## config.mk

```make
export PLATFORM = sky130hd
export DESIGN_NAME = instr_fetch
export DESIGN_NICKNAME = d
export VERILOG_FILES = /design/src/rtl/ifetch_pkg.sv /design/src/rtl/instr_fetch.sv
export SDC_FILE = /design/constraint.sdc
export NUM_CORES = 1
export LEC_CHECK = 0
export ABC_CLOCK_PERIOD_IN_PS = 2900
export BUFFER_PORTS_ARGS = -buffer_cell sky130_fd_sc_hd__buf_2
export CAP_MARGIN = 20
export CORE_ASPECT_RATIO = 0.9
export CORE_MARGIN = 4
export CORE_UTILIZATION = 52
export DETAILED_ROUTE_END_ITERATION = 7
export PLACE_DENSITY = 0.89
export SLEW_MARGIN = 20
export SYNTH_ARGS = -nofsm -noshare
export SYNTH_HDL_FRONTEND = slang
export SYNTH_SLANG_ARGS = --single-unit
```

## constraint.sdc

```tcl
create_clock -name CLK -period 2.9 [get_ports CLK]
set_clock_uncertainty 0.1 [all_clocks]
set_input_delay 0.58 -clock CLK [delete_from_list [all_inputs] [get_ports CLK]]
set_output_delay 0.58 -clock CLK [all_outputs]
set_load 0.01 [all_outputs]
```

## src/rtl/ifetch_pkg.sv

```systemverilog
// Shared widths and FSM encoding for the two-byte instruction fetch unit.
package ifetch_pkg;
  localparam int BYTE_W  = 8;
  localparam int INSTR_W = 16;

  typedef enum logic [2:0] {
    IDLE     = 3'd0,
    ISSUE_LO = 3'd1,
    WAIT_LO  = 3'd2,
    ISSUE_HI = 3'd3,
    WAIT_HI  = 3'd4,
    DONE     = 3'd5
  } state_t;
endpackage

```

## src/rtl/instr_fetch.sv

```systemverilog
// Fetches a 16-bit instruction as two byte reads (PC, PC+1) from a byte-wide memory.
// Optional odd-PC rejection is enabled by defining IFETCH_ALIGN_CHK_EN.
module instr_fetch
  import ifetch_pkg::*;
#(
  parameter int                 MEM_LAT   = 1,
  parameter logic [INSTR_W-1:0] NOP_INSTR = 16'h0000
) (
  input  logic               CLK,
  input  logic               RESET_L,
  input  logic               REQ,
  input  logic [BYTE_W-1:0]  PC,
  output logic [BYTE_W-1:0]  MEM_ADDR,
  output logic               MEM_RD,
  input  logic [BYTE_W-1:0]  MEM_DATA,
  output logic [INSTR_W-1:0] Iout,
  output logic               IVALID,
  output logic               BUSY,
  output logic               ALIGN_ERR
);

  // Wait counter value on the final WAIT_* cycle (MEM_LAT is 1 or 2).
  localparam logic LAST_WAIT = (MEM_LAT == 2);

  state_t               state_q, state_d;
  logic [INSTR_W-1:0]   iout_q, iout_d;
  logic [BYTE_W-1:0]    addr_q, addr_d;
  logic                 wait_q, wait_d;
  logic                 rej_q, rej_d;

  always_ff @(posedge CLK or negedge RESET_L) begin
    if (!RESET_L) begin
      state_q <= IDLE;
      iout_q  <= '0;
      addr_q  <= '0;
      wait_q  <= 1'b0;
      rej_q   <= 1'b0;
    end else begin
      state_q <= state_d;
      iout_q  <= iout_d;
      addr_q  <= addr_d;
      wait_q  <= wait_d;
      rej_q   <= rej_d;
    end
  end

  always_comb begin
    state_d = state_q;
    iout_d  = iout_q;
    addr_d  = addr_q;
    wait_d  = wait_q;
    rej_d   = rej_q;
    unique case (state_q)
      IDLE, DONE: begin
        state_d = IDLE;
        if (REQ) begin
`ifdef IFETCH_ALIGN_CHK_EN
          if (PC[0]) begin
            state_d = DONE;
            iout_d  = NOP_INSTR;
            rej_d   = 1'b1;
          end else begin
            state_d = ISSUE_LO;
            addr_d  = PC;
            wait_d  = 1'b0;
            rej_d   = 1'b0;
          end
`else
          state_d = ISSUE_LO;
          addr_d  = PC;
          wait_d  = 1'b0;
          rej_d   = 1'b0;
`endif
        end
      end
      ISSUE_LO: begin
        state_d = WAIT_LO;
        wait_d  = 1'b0;
      end
      WAIT_LO: begin
        if (wait_q == LAST_WAIT) begin
          iout_d[7:0] = MEM_DATA;
          addr_d      = addr_q + 8'd1;
          wait_d      = 1'b0;
          state_d     = ISSUE_HI;
        end else begin
          wait_d = wait_q + 1'b1;
        end
      end
      ISSUE_HI: begin
        state_d = WAIT_HI;
        wait_d  = 1'b0;
      end
      WAIT_HI: begin
        if (wait_q == LAST_WAIT) begin
          iout_d[15:8] = MEM_DATA;
          wait_d       = 1'b0;
          state_d      = DONE;
        end else begin
          wait_d = wait_q + 1'b1;
        end
      end
      default: state_d = IDLE;
    endcase
  end

  assign MEM_ADDR = addr_q;
  assign MEM_RD   = (state_q == ISSUE_LO) || (state_q == ISSUE_HI);
  assign BUSY     = MEM_RD || (state_q == WAIT_LO) || (state_q == WAIT_HI);
  assign IVALID   = (state_q == DONE);
  assign Iout     = iout_q;

`ifdef IFETCH_ALIGN_CHK_EN
  assign ALIGN_ERR = IVALID && rej_q;
`else
  assign ALIGN_ERR = 1'b0;
  logic unused_nop;
  assign unused_nop = ^{NOP_INSTR, rej_q};
`endif

endmodule

```

# Yosys cells after proc, flatten, opt, wreduce, memory -nomap -nowiden
# Index checks and enable logic that the tools add are counted.
# totals
output_inout_bits	28
wordCells	40
mem_count	0
ramBits	0
ff_bits	28
input_bits	19
latchBits	0
romBits	0
# classes
addsub	2
n_reduce_logical	14
n_div	0
mux	10
shift	0
bitwise	1
n_eq_ne	8
n_mul	0
order_cmp	0
# ops
op	n
8-bit two-way mux	2
8-bit one-hot mux with 2 select lines	1
3-bit one-hot mux with 5 select lines	1
8-bit by 1-bit adder with 8-bit output, second input constant	1
2-bit AND reduction	4
3-bit by 2-bit == test with 1-bit output, second input constant	2
3-bit == test, second input constant	2
3-bit two-way mux	2
2-bit != test, second input constant	3
2-bit OR reduction	3
3-bit by 1-bit == test with 1-bit output, second input constant	1
3-bit logical NOT	1
1-bit logical OR	3
1-bit two-way mux	3
1-bit one-hot mux with 3 select lines	1
3-bit AND reduction	1
3-bit nonzero test	1
2-bit nonzero test	1
1-bit adder, second input constant	1
1-bit inverter	1

# Depth between registers and ports, before layout
# Gate-level depths: netlist of the first run.
# logic_depth
word_depth	4
ltp_mapped	6
depth_no_buf	5

# Worst setup path before layout of the first run
# OpenSTA, ideal clock, no wires.
# synth_path
path_kind	reg2reg
start	register addr_q[0] (netlist: MEM_ADDR[0])
end	register addr_q[6] (netlist: MEM_ADDR[6])
path_slack_ps	1366
n_path_buf	0
required_time_ps	2735
period_less_slack_ps	1534
arrival_ps	1368
stages_incl_launch_ff	6
setup_ps	65
cell_sequence	dfrtp_1 -> ha_1 -> nand3_1 -> or3_1 -> a31oi_1 -> a31o_1
# synth_via
elab_chain_len	3
# synth_rtl
item	line_no	source
from (decl)	instr_fetch.sv:27	logic [BYTE_W-1:0] addr_q, addr_d;
from (signal assigned)	instr_fetch.sv:41	addr_q <= addr_d;
8-bit by 1-bit adder with 8-bit output	instr_fetch.sv:83	addr_d = addr_q + 8'd1;
8-bit two-way mux	instr_fetch.sv:81	if (wait_q == LAST_WAIT) begin
8-bit one-hot mux with 2 select lines	instr_fetch.sv:53	unique case (state_q)
# No other way between the ends. The select of a mux whose other input is x is not followed.
# A chain may end at the register's enable or synchronous reset.

# Worst setup path after layout of the first run
# layout_path
start	register state_q[0]
end	output port BUSY
# layout_via
elab_chain_len	4
word_cells_on_any_way	7
cone_classes	eq/ne: 4; reduce/logical: 3
# layout_rtl
item	line_no	source
from (decl)	instr_fetch.sv:25	state_t state_q, state_d;
from (signal assigned)	instr_fetch.sv:39	state_q <= state_d;
3-bit by 1-bit == test with 1-bit output or 3-bit by 2-bit == test with 1-bit output (tied branches)	instr_fetch.sv:108	assign MEM_RD = (state_q == ISSUE_LO) || (state_q == ISSUE_HI);
1-bit logical OR	instr_fetch.sv:108	
1-bit logical OR	instr_fetch.sv:109	assign BUSY = MEM_RD || (state_q == WAIT_LO) || (state_q == WAIT_HI);
1-bit logical OR *	instr_fetch.sv:109	
to (decl)	instr_fetch.sv:18	output logic BUSY,
# Every way passes the cells marked *; elsewhere a longest branch is shown, timed or not.

==> impl_metrics.env, run 1 <==
export IMPL_grt_pass1_wl_mm=4.97
export IMPL_r2r_slack_ps=1000
export IMPL_num_rows=16
export IMPL_synth_top_area_share_pct=51.6
export IMPL_synthCells=148
export IMPL_diodes=0
export IMPL_drc=0
export IMPL_hold_viol=0
export IMPL_status="completed"
export IMPL_drt_first_pass_iters=4
export IMPL_ys_seq_area_share_pct=51.6
export IMPL_grt_pass1_vias=1159
export IMPL_synth_warnings=0
export IMPL_slew_violations=0
export IMPL_final_period_utilization_pct=71.4
export IMPL_start_util_pct=57.3
export IMPL_ioPinCount=47
export IMPL_hold_class="input pin to asynchronous set/reset pin"
export IMPL_fin_nets=210
export IMPL_worst_pin_slew_ps=636
export IMPL_drive_gt1_share_pct=29.1
export IMPL_r2r_start="state_q[2]$_DFF_PN0_"
export IMPL_met1_length_mm=1.28
export IMPL_gp_congestion=0.944
export IMPL_r2r_end="MEM_ADDR[4]$_DFFE_PN0P_"
export IMPL_die_w_um=60.9
export IMPL_worstSetupPathType="flop to primary output"
export IMPL_cts_resized=0
export IMPL_reg2reg_depth=4
export IMPL_synthTopCellsByArea="dfrtp_1 52%, nand2_1 16%, nor2_1 3.4%"
export IMPL_slew_headroom_pct=57.6
export IMPL_cts_tree="yes"
export IMPL_cts_buffers=3
export IMPL_core_sq_mm=0.00228
export IMPL_power_density_mw_per_mm2=1150
export IMPL_grt_max_degree=28
export IMPL_routed_top_layer="met3"
export IMPL_ys_ff_latch=27
export IMPL_yosysUniqueCellTypes=37
export IMPL_wire_per_inst_um=13.9
export IMPL_antenna_found_initial=0
export IMPL_grt_overflow=0
export IMPL_postLayoutCoreUtil_pct=67.5
export IMPL_drt_initial_drc_count=41
export IMPL_hpwl_mm=2.21
export IMPL_ir_drop_v=0.000698
export IMPL_crit_chain="nor2_1 -> xnor2_1 -> buf_2"
export IMPL_yosysMostFrequentCell="nand2_1"
export IMPL_cp_slowest_cell="dfrtp_1"
export IMPL_design_die_area_sq_mm=0.00338
export IMPL_synth_top_area_cell="dfrtp_1"
export IMPL_synthArstFlopShare_pct=100
export IMPL_cts_setup_buffers=0
export IMPL_startpoint_type="flop"
export IMPL_critPathCaptureType="primary output"
export IMPL_synthesis_nets=168
export IMPL_synth_edf_count=0
export IMPL_setup_viol=0
export IMPL_clk_path_buf_depth=2
export IMPL_fmax_ghz=0.483
export IMPL_vias=1151
export IMPL_min_period_ps=2070
export IMPL_fp_dieH_um=55.6
export IMPL_critPathArrivalTime_ps=1390
export IMPL_synthToLayoutAreaGrowth_pct=17.7
export IMPL_cp_max_fo=9
export IMPL_required_ps=2220
export IMPL_cts_hold_buf=0
export IMPL_wl_met3_um=268
export IMPL_cp_slowest_stage_delay_ps=510
export IMPL_syn_area_sq_mm=0.00131
export IMPL_p_leak_nw=0.810
export IMPL_ys_top_cells_by_count="57 x nand2_1, 27 x dfrtp_1, 12 x nor2_1"
export IMPL_grt_use_total_pct=18.6
export IMPL_rsz0062_at_grt="no"
export IMPL_cts_root_buffer="clkbuf_4"
export IMPL_vias_per_cell=5.33
export IMPL_final_setup_tns_ps=0
export IMPL_synth_main_ff_cell="dfrtp_1"
export IMPL_route_met2_wl_mm=1.45
export IMPL_wl_mm=2.99
export IMPL_clock_latency_ps=330
export IMPL_syn_area_per_cell_sq_um=8.84
export IMPL_clk_pin_slew_worst_paths_ps=150
export IMPL_ant_nets=0
export IMPL_cts_sinks=27
export IMPL_cap_violations=0
export IMPL_cts_max_level=1
export IMPL_port_buffer_count=45
power breakdown:
group          switching (mW)  internal [mW]  leakage (nW)  total (mW)
combinational           0.511          0.364         0.474       0.874
sequential              0.171          0.561         0.322       0.733
clock                   0.115         0.0528        0.0139       0.168
total                   0.798          0.978         0.810        1.78
worst max-delay path: cells and delay by family (launching register included):
family	cells	cell delay, ps
XOR/XNOR	1	160
buffers and inverters	1	160
flip-flops	1	510
AND/OR/NAND/NOR	1	250
logic make-up after synthesis:
| family | Yosys count | synth area share (%) |
|---|---|---|
| AOI/OAI and AO/OA | 22 | 12.4 |
| buffers and inverters | 11 | 5.54 |
| other | 1 | 0.287 |
| and+or+nand+nor | 83 | 27.2 |
| DFF | 27 | 51.6 |
| xor gates and xnor gates | 3 | 2.01 |
| adders and majority gates | 1 | 0.956 |
stage by stage:
step                      std cells  power, mW  cell area, sq um  setup WS [ps]  hold WS (ps)
final                           216       1.78              1540            830           127
after CTS                       216       1.79              1540            818           146
after detailed placement        212       1.62              1510           1070           358
after global placement          212       1.57              1510           1170           355
after global routing            216       1.93              1540            730           163
after floorplan                 148       1.33              1310           1370           184
flip-flops by register name, indices dropped and copies added (netlist names):
| register | cells |
|---|---|
| Iout | 16 |
| MEM_ADDR | 8 |
| state_q | 3 |
worst max-delay path by stage:
stage                                    to                    start  cells after the start
floorplan           MEM_ADDR[6]$_DFFE_PN0P_  MEM_ADDR[0]$_DFFE_PN0P_                      5
global placement    MEM_ADDR[4]$_DFFE_PN0P_     state_q[2]$_DFF_PN0_                      4
detailed placement  MEM_ADDR[4]$_DFFE_PN0P_     state_q[2]$_DFF_PN0_                      4
CTS                                    BUSY     state_q[0]$_DFF_PN0_                      3
global route                           BUSY     state_q[0]$_DFF_PN0_                      3
finish                                 BUSY     state_q[0]$_DFF_PN0_                      3
placed cells by master (no fill, tap or decap), drive strengths merged, types with 3 or more instances in the layout:
cell type  instances
a21oi              4
dfrtp             27
a211oi             3
nand2             57
o21ai              7
nor2              12
nand3              3
buf               46
clkbuf             3
area by class of cell:
class / instances / area, sq um
multi-input cells: 110 / 561
clock inverters: 1 / 7.51
clock buffers: 3 / 22.5
repair buffers: 46 / 233
fillers: 200 / 742
inverters: 2 / 7.51
well taps: 27 / 33.8
flip-flops and latches: 27 / 676
routing by layer:
layer | up-vias | GRT usage, %
li1 | 569 | -
met4 | 0 | 1.24
met3 | 0 | 5.34
met5 | - | 0
met2 | 43 | 31.9
met1 | 539 | 23.9
No activity file was read; power rests on OpenSTA's default activity.
==> run 2: changes to the inputs <==
--- a/config.mk
+++ b/config.mk
@@ -5,14 +5,14 @@
 export SDC_FILE = /design/constraint.sdc
 export NUM_CORES = 1
 export LEC_CHECK = 0
-export ABC_CLOCK_PERIOD_IN_PS = 2900
+export ABC_CLOCK_PERIOD_IN_PS = 1700
 export BUFFER_PORTS_ARGS = -buffer_cell sky130_fd_sc_hd__buf_2
 export CAP_MARGIN = 20
 export CORE_ASPECT_RATIO = 0.9
 export CORE_MARGIN = 4
-export CORE_UTILIZATION = 52
+export CORE_UTILIZATION = 44
 export DETAILED_ROUTE_END_ITERATION = 7
-export PLACE_DENSITY = 0.89
+export PLACE_DENSITY = 0.81
 export SLEW_MARGIN = 20
 export SYNTH_ARGS = -nofsm -noshare
 export SYNTH_HDL_FRONTEND = slang
==> constraint.sdc (replaced) <==
create_clock -name CLK -period 1.7 [get_ports CLK]
set_clock_uncertainty 0.1 [all_clocks]
set_input_delay 0.34 -clock CLK [delete_from_list [all_inputs] [get_ports CLK]]
set_output_delay 0.34 -clock CLK [all_outputs]
set_load 0.01 [all_outputs]
==> impl_metrics.env, run 2 (same netlist as run 1, synthesis figures left out) <==
export IMPL_status="completed"
export IMPL_startpoint_type="flop"
export IMPL_setup_slack_ps=9.02
export IMPL_critPathArrivalTime_ps=1250
export IMPL_multiInputGateArea_sq_um=586
export IMPL_fmax_ghz=0.591
export IMPL_required_ps=1260
export IMPL_wl_mm=3.09
export IMPL_hpwl_mm=2.25
export IMPL_hold_start="MEM_DATA[0]"
export IMPL_cp_top_family="flip-flops"
export IMPL_critPathCaptureType="primary output"
export IMPL_final_setup_tns_ps=0
export IMPL_r2r_start="state_q[1]$_DFF_PN0_"
export IMPL_slew_headroom_pct=60.4
export IMPL_grt_pass1_vias=1133
export IMPL_final_cell_mix="57 x nand2_1, 44 x buf_2, 25 x dfrtp_1"
export IMPL_vias=1194
export IMPL_regArea_sq_um=678
export IMPL_cts_root_buffer="clkbuf_4"
export IMPL_design_die_area_sq_mm=0.00391
export IMPL_drt_initial_drc_count=87
export IMPL_wire_per_inst_um=12.7
export IMPL_hold_viol=0
export IMPL_num_rows=18
export IMPL_grt_overflow=0
export IMPL_vias_per_cell=4.91
export IMPL_pre_cts_ws_ps=92.4
export IMPL_cp_max_fo=4
export IMPL_worst_pin_slew_ps=594
export IMPL_gp_congestion=0.840
export IMPL_crit_chain="buf_6 -> and3b_2 -> buf_6"
export IMPL_min_period_ps=1690
export IMPL_hold_class="input pin to flop"
export IMPL_start_util_pct=46.9
export IMPL_cp_slowest_stage_delay_ps=430
export IMPL_final_period_utilization_pct=99.5
export IMPL_setup_viol=0
export IMPL_cap_violations=0
export IMPL_n_fill_cell=261
export IMPL_rsz0062_at_grt="yes"
export IMPL_diodes=0
export IMPL_cts_tree="yes"
export IMPL_ioPinCount=47
export IMPL_clk_path_buf_depth=2
export IMPL_drt_first_pass_iters=4
export IMPL_fin_area_sq_mm=0.00170
export IMPL_worstSetupPathType="flop to primary output"
export IMPL_fin_nets=224
export IMPL_final_common_cell="nand2_1"
export IMPL_die_w_um=65.5
export IMPL_grt_use_total_pct=16.9
export IMPL_grt_max_degree=28
export IMPL_slew_violations=0
export IMPL_drive_gt1_share_pct=37.9
export IMPL_fp_dieH_um=59.7
export IMPL_cts_max_level=1
export IMPL_cts_sinks=27
export IMPL_cp_slowest_cell="dfrtp_1"
export IMPL_crit_buf_inv=2
export IMPL_p_leak_nw=0.887
export IMPL_grt_pass1_wl_mm=5.06
export IMPL_ir_drop_v=0.000841
export IMPL_largest_reg_flops=16
export IMPL_port_buffer_count=45
export IMPL_clk_pin_slew_worst_paths_ps=140
export IMPL_path_common_cell="buf_6"
export IMPL_drc=0
export IMPL_antenna_found_initial=0
export IMPL_r2r_slack_ps=60
export IMPL_ant_nets=0
export IMPL_synthToLayoutAreaGrowth_pct=30.1
export IMPL_startpoint="state_q[1]$_DFF_PN0_"
export IMPL_clock_latency_ps=320
export IMPL_post_dp_cell_area_sq_mm=0.00156
export IMPL_power_density_mw_per_mm2=1950
export IMPL_cts_buffers=3
export IMPL_core_sq_mm=0.00279
==> run 2: cell count changes in the layout (fill, tap and decap cells not counted), moves of 2 or more <==
cell	previous run	this run
dfrtp_1	27	25
nor2_1	12	10
dfrtp_2	0	2
buf_6	0	3
buf_4	1	12
==> run 2: final timing paths <==
| path | depth (start not counted) | endpoint |
|---|---|---|
| max in group asynchronous | 2 | state_q[2]$_DFF_PN0_ |
| worst max register to register | 6 | MEM_ADDR[7]$_DFFE_PN0P_ |
| min in group asynchronous | 2 | MEM_ADDR[6]$_DFFE_PN0P_ |
| worst min-delay path | 3 | Iout[0]$_DFFE_PN0N_ |
| worst min register to register | 2 | Iout[14]$_DFFE_PN0N_ |
| worst max-delay path | 3 | IVALID |
==> run 2: worst reg2reg max path: stages (launching register included) <==
cell,delay (ps)
dfrtp_1,430
buf_4,150
buf_4,130
nand2b_2,210
or2_4,300
o22ai_1,150
nor3_1,60
==> run 2: metal layers <==
layer / GRT usage, % / vias up / part of all wire (%)
li1: - / 592 / -
met1: 22.7 / 560 / 46
met2: 26.1 / 40 / 44
met3: 5.26 / 2 / 9.2
met4: 5.33 / 0 / 0.55
met5: 0 / - / 0
==> run 2: what timing repair did <==
action | in CTS | in global routing
setup buffers | 3 | 5
pin swaps | 0 | 3
endpoints found under the hold margin | 27 | 0
endpoints found under the setup margin | 2 | 9
hold buffers | 1 | 0
resized for setup | 4 | 11
==> run 2: report_power, final <==
part           total (mW)  switching [mW]  internal, mW
registers            1.19           0.229         0.963
logic                1.86           0.994         0.867
clock network       0.272           0.184        0.0881
total                3.32            1.41          1.92
==> run 2: through the flow <==
| stage | instances | util [%] | hold slack [ps] | power [mW] |
|---|---|---|---|---|
| 2_1_floorplan | 148 | - | -55.6 | 2.27 |
| 6_report | 243 | 61.0 | 118 | 3.32 |
| 3_3_place_gp | 230 | 56.0 | 279 | 2.80 |
| 5_1_grt | 243 | 61.0 | 105 | 3.63 |
| 3_5_place_dp | 230 | 56.0 | 284 | 2.84 |
| 4_1_cts | 238 | 58.6 | 108 | 3.21 |
==> run 2: cell type report <==
type	instances	share of cell area (%)
multi-input cells	110	34.4
clock inverters	1	0.294
flip-flops and latches	27	39.8
inverters	2	0.441
repair buffers	60	20.8
clock buffers	3	1.32
well taps	40	2.94
==> run 3: changes to the inputs <==
--- a/config.mk
+++ b/config.mk
@@ -5,14 +5,14 @@
 export SDC_FILE = /design/constraint.sdc
 export NUM_CORES = 1
 export LEC_CHECK = 0
-export ABC_CLOCK_PERIOD_IN_PS = 1700
+export ABC_CLOCK_PERIOD_IN_PS = 1950
 export BUFFER_PORTS_ARGS = -buffer_cell sky130_fd_sc_hd__buf_2
 export CAP_MARGIN = 20
 export CORE_ASPECT_RATIO = 0.9
 export CORE_MARGIN = 4
-export CORE_UTILIZATION = 44
+export CORE_UTILIZATION = 52
 export DETAILED_ROUTE_END_ITERATION = 7
-export PLACE_DENSITY = 0.81
+export PLACE_DENSITY = 0.89
 export SLEW_MARGIN = 20
 export SYNTH_ARGS = -nofsm -noshare
 export SYNTH_HDL_FRONTEND = slang
==> constraint.sdc (replaced) <==
create_clock -name CLK -period 1.95 [get_ports CLK]
set_clock_uncertainty 0.1 [all_clocks]
set_input_delay 0.39 -clock CLK [delete_from_list [all_inputs] [get_ports CLK]]
set_output_delay 0.39 -clock CLK [all_outputs]
set_load 0.01 [all_outputs]
==> impl_metrics.env, run 3 (same netlist as run 1, synthesis figures left out) <==
export IMPL_cts_tree="yes"
export IMPL_worstSetupPathType="flop to primary output"
export IMPL_cts_root_buffer="clkbuf_4"
export IMPL_diodes=0
export IMPL_critPathCaptureType="primary output"
export IMPL_largest_reg_flops=16
export IMPL_hpwl_mm=2.22
export IMPL_reg2reg_depth=4
export IMPL_required_ps=1460
export IMPL_final_common_cell="nand2_1"
export IMPL_hold_start="MEM_DATA[6]"
export IMPL_num_rows=16
export IMPL_clock_latency_ps=330
export IMPL_grt_use_total_pct=18.5
export IMPL_grt_max_degree=28
export IMPL_port_buffer_count=45
export IMPL_total_power_mw=2.68
export IMPL_vias=1177
export IMPL_grt_pass1_wl_mm=4.95
export IMPL_grt_pass1_vias=1167
export IMPL_die_w_um=60.9
export IMPL_vias_per_cell=5.37
export IMPL_synthToLayoutAreaGrowth_pct=19.9
export IMPL_fin_nets=213
export IMPL_final_setup_tns_ps=0
export IMPL_crit_chain="and3b_1 -> buf_2"
export IMPL_cts_buffers=3
export IMPL_worst_pin_slew_ps=580
export IMPL_fp_dieH_um=55.6
export IMPL_cap_violations=0
export IMPL_start_util_pct=57.3
export IMPL_cts_setup_buffers=0
export IMPL_ioPinCount=47
export IMPL_drive_gt1_share_pct=30.7
export IMPL_r2r_slack_ps=240
export IMPL_rsz0062_at_grt="no"
export IMPL_final_cell_mix="57 x nand2_1, 45 x buf_2, 26 x dfrtp_1"
export IMPL_grt_overflow=0
export IMPL_cts_max_level=1
export IMPL_wire_per_inst_um=13.4
export IMPL_cp_slowest_cell="dfrtp_1"
export IMPL_drt_first_pass_iters=4
export IMPL_cts_sinks=27
export IMPL_wl_mm=2.94
export IMPL_setup_viol=0
export IMPL_min_period_ps=1800
export IMPL_startpoint_type="flop"
export IMPL_ir_drop_v=0.00130
export IMPL_power_density_mw_per_mm2=1710
export IMPL_fmax_ghz=0.555
export IMPL_cp_slowest_stage_delay_ps=580
export IMPL_r2r_start="state_q[2]$_DFF_PN0_"
export IMPL_hold_class="input pin to flop"
export IMPL_final_period_utilization_pct=92.4
export IMPL_drt_initial_drc_count=50
export IMPL_clk_pin_slew_worst_paths_ps=150
export IMPL_gp_congestion=0.962
export IMPL_r2r_end="MEM_ADDR[7]$_DFFE_PN0P_"
export IMPL_antenna_found_initial=0
export IMPL_ant_nets=0
export IMPL_hold_end="Iout[6]$_DFFE_PN0N_"
export IMPL_slew_violations=0
export IMPL_core_sq_mm=0.00228
export IMPL_hold_viol=0
export IMPL_critPathArrivalTime_ps=1310
export IMPL_status="completed"
export IMPL_hold_path_depth=3
export IMPL_slew_headroom_pct=61.3
export IMPL_drc=0
export IMPL_clk_path_buf_depth=2
export IMPL_p_leak_nw=0.823
export IMPL_cp_max_fo=11
export IMPL_design_die_area_sq_mm=0.00338
[run 3: repair_timing]
item,CTS,global route
hold buffers,1,0
hold endpoints to repair,27,0
resized for setup,0,2
setup endpoints to repair,0,1
[run 3: per-layer routing]
layer / part of all wire [%] / track usage [%]
met1: 42 / 24.3
met4: 0.48 / 2.17
met2: 47 / 29.9
met5: 0 / 0
met3: 9.6 / 6.50
[run 3: worst max path at each step]
stage / start / to / slack (ps) / depth (start not counted)
finish: state_q[2]$_DFF_PN0_ / IVALID / 150 / 2
global route: state_q[1]$_DFF_PN0_ / BUSY / 30 / 3
CTS: state_q[0]$_DFF_PN0_ / BUSY / 50 / 3
detailed placement: state_q[2]$_DFF_PN0_ / MEM_ADDR[7]$_DFFE_PN0P_ / 270 / 4
global placement: state_q[0]$_DFF_PN0_ / MEM_ADDR[4]$_DFFE_PN0P_ / 360 / 4
floorplan: MEM_ADDR[0]$_DFFE_PN0P_ / MEM_ADDR[6]$_DFFE_PN0P_ / 420 / 5
[run 3: where the power goes]
group | total, mW | switching [mW] | internal, mW | leakage [nW]
Clock | 0.253 | 0.174 | 0.0785 | 0.0139
Sequential | 1.09 | 0.254 | 0.837 | 0.321
Combinational | 1.34 | 0.767 | 0.570 | 0.488
[run 3: area by class of cell]
type / count / area, sq um
repair buffers: 49 / 258
well taps: 27 / 33.8
fillers: 183 / 713
clock buffers: 3 / 22.5
inverters: 2 / 7.51
flip-flops and latches: 27 / 677
multi-input cells: 110 / 563
clock inverters: 1 / 7.51
[run 3: critical path, delay by kind of cell (launching register included)]
kind                   cells  cell delay, ps
buffers and inverters      1             140
DFF                        1             580
and+or+nand+nor            1             260
[run 3: metrics by stage]
stage                     setup slack [ps]  instances  util (%)  hold WS (ps)  instance area, sq um
after CTS                             47.0        219      68.6           144                  1570
after global placement                 358        214      66.8           316                  1530
after detailed placement               275        214      66.8           330                  1530
after floorplan                        416        148         -         -5.59                  1310
after global routing                  31.6        219      68.8           129                  1570
final                                  149        219      68.8           152                  1570
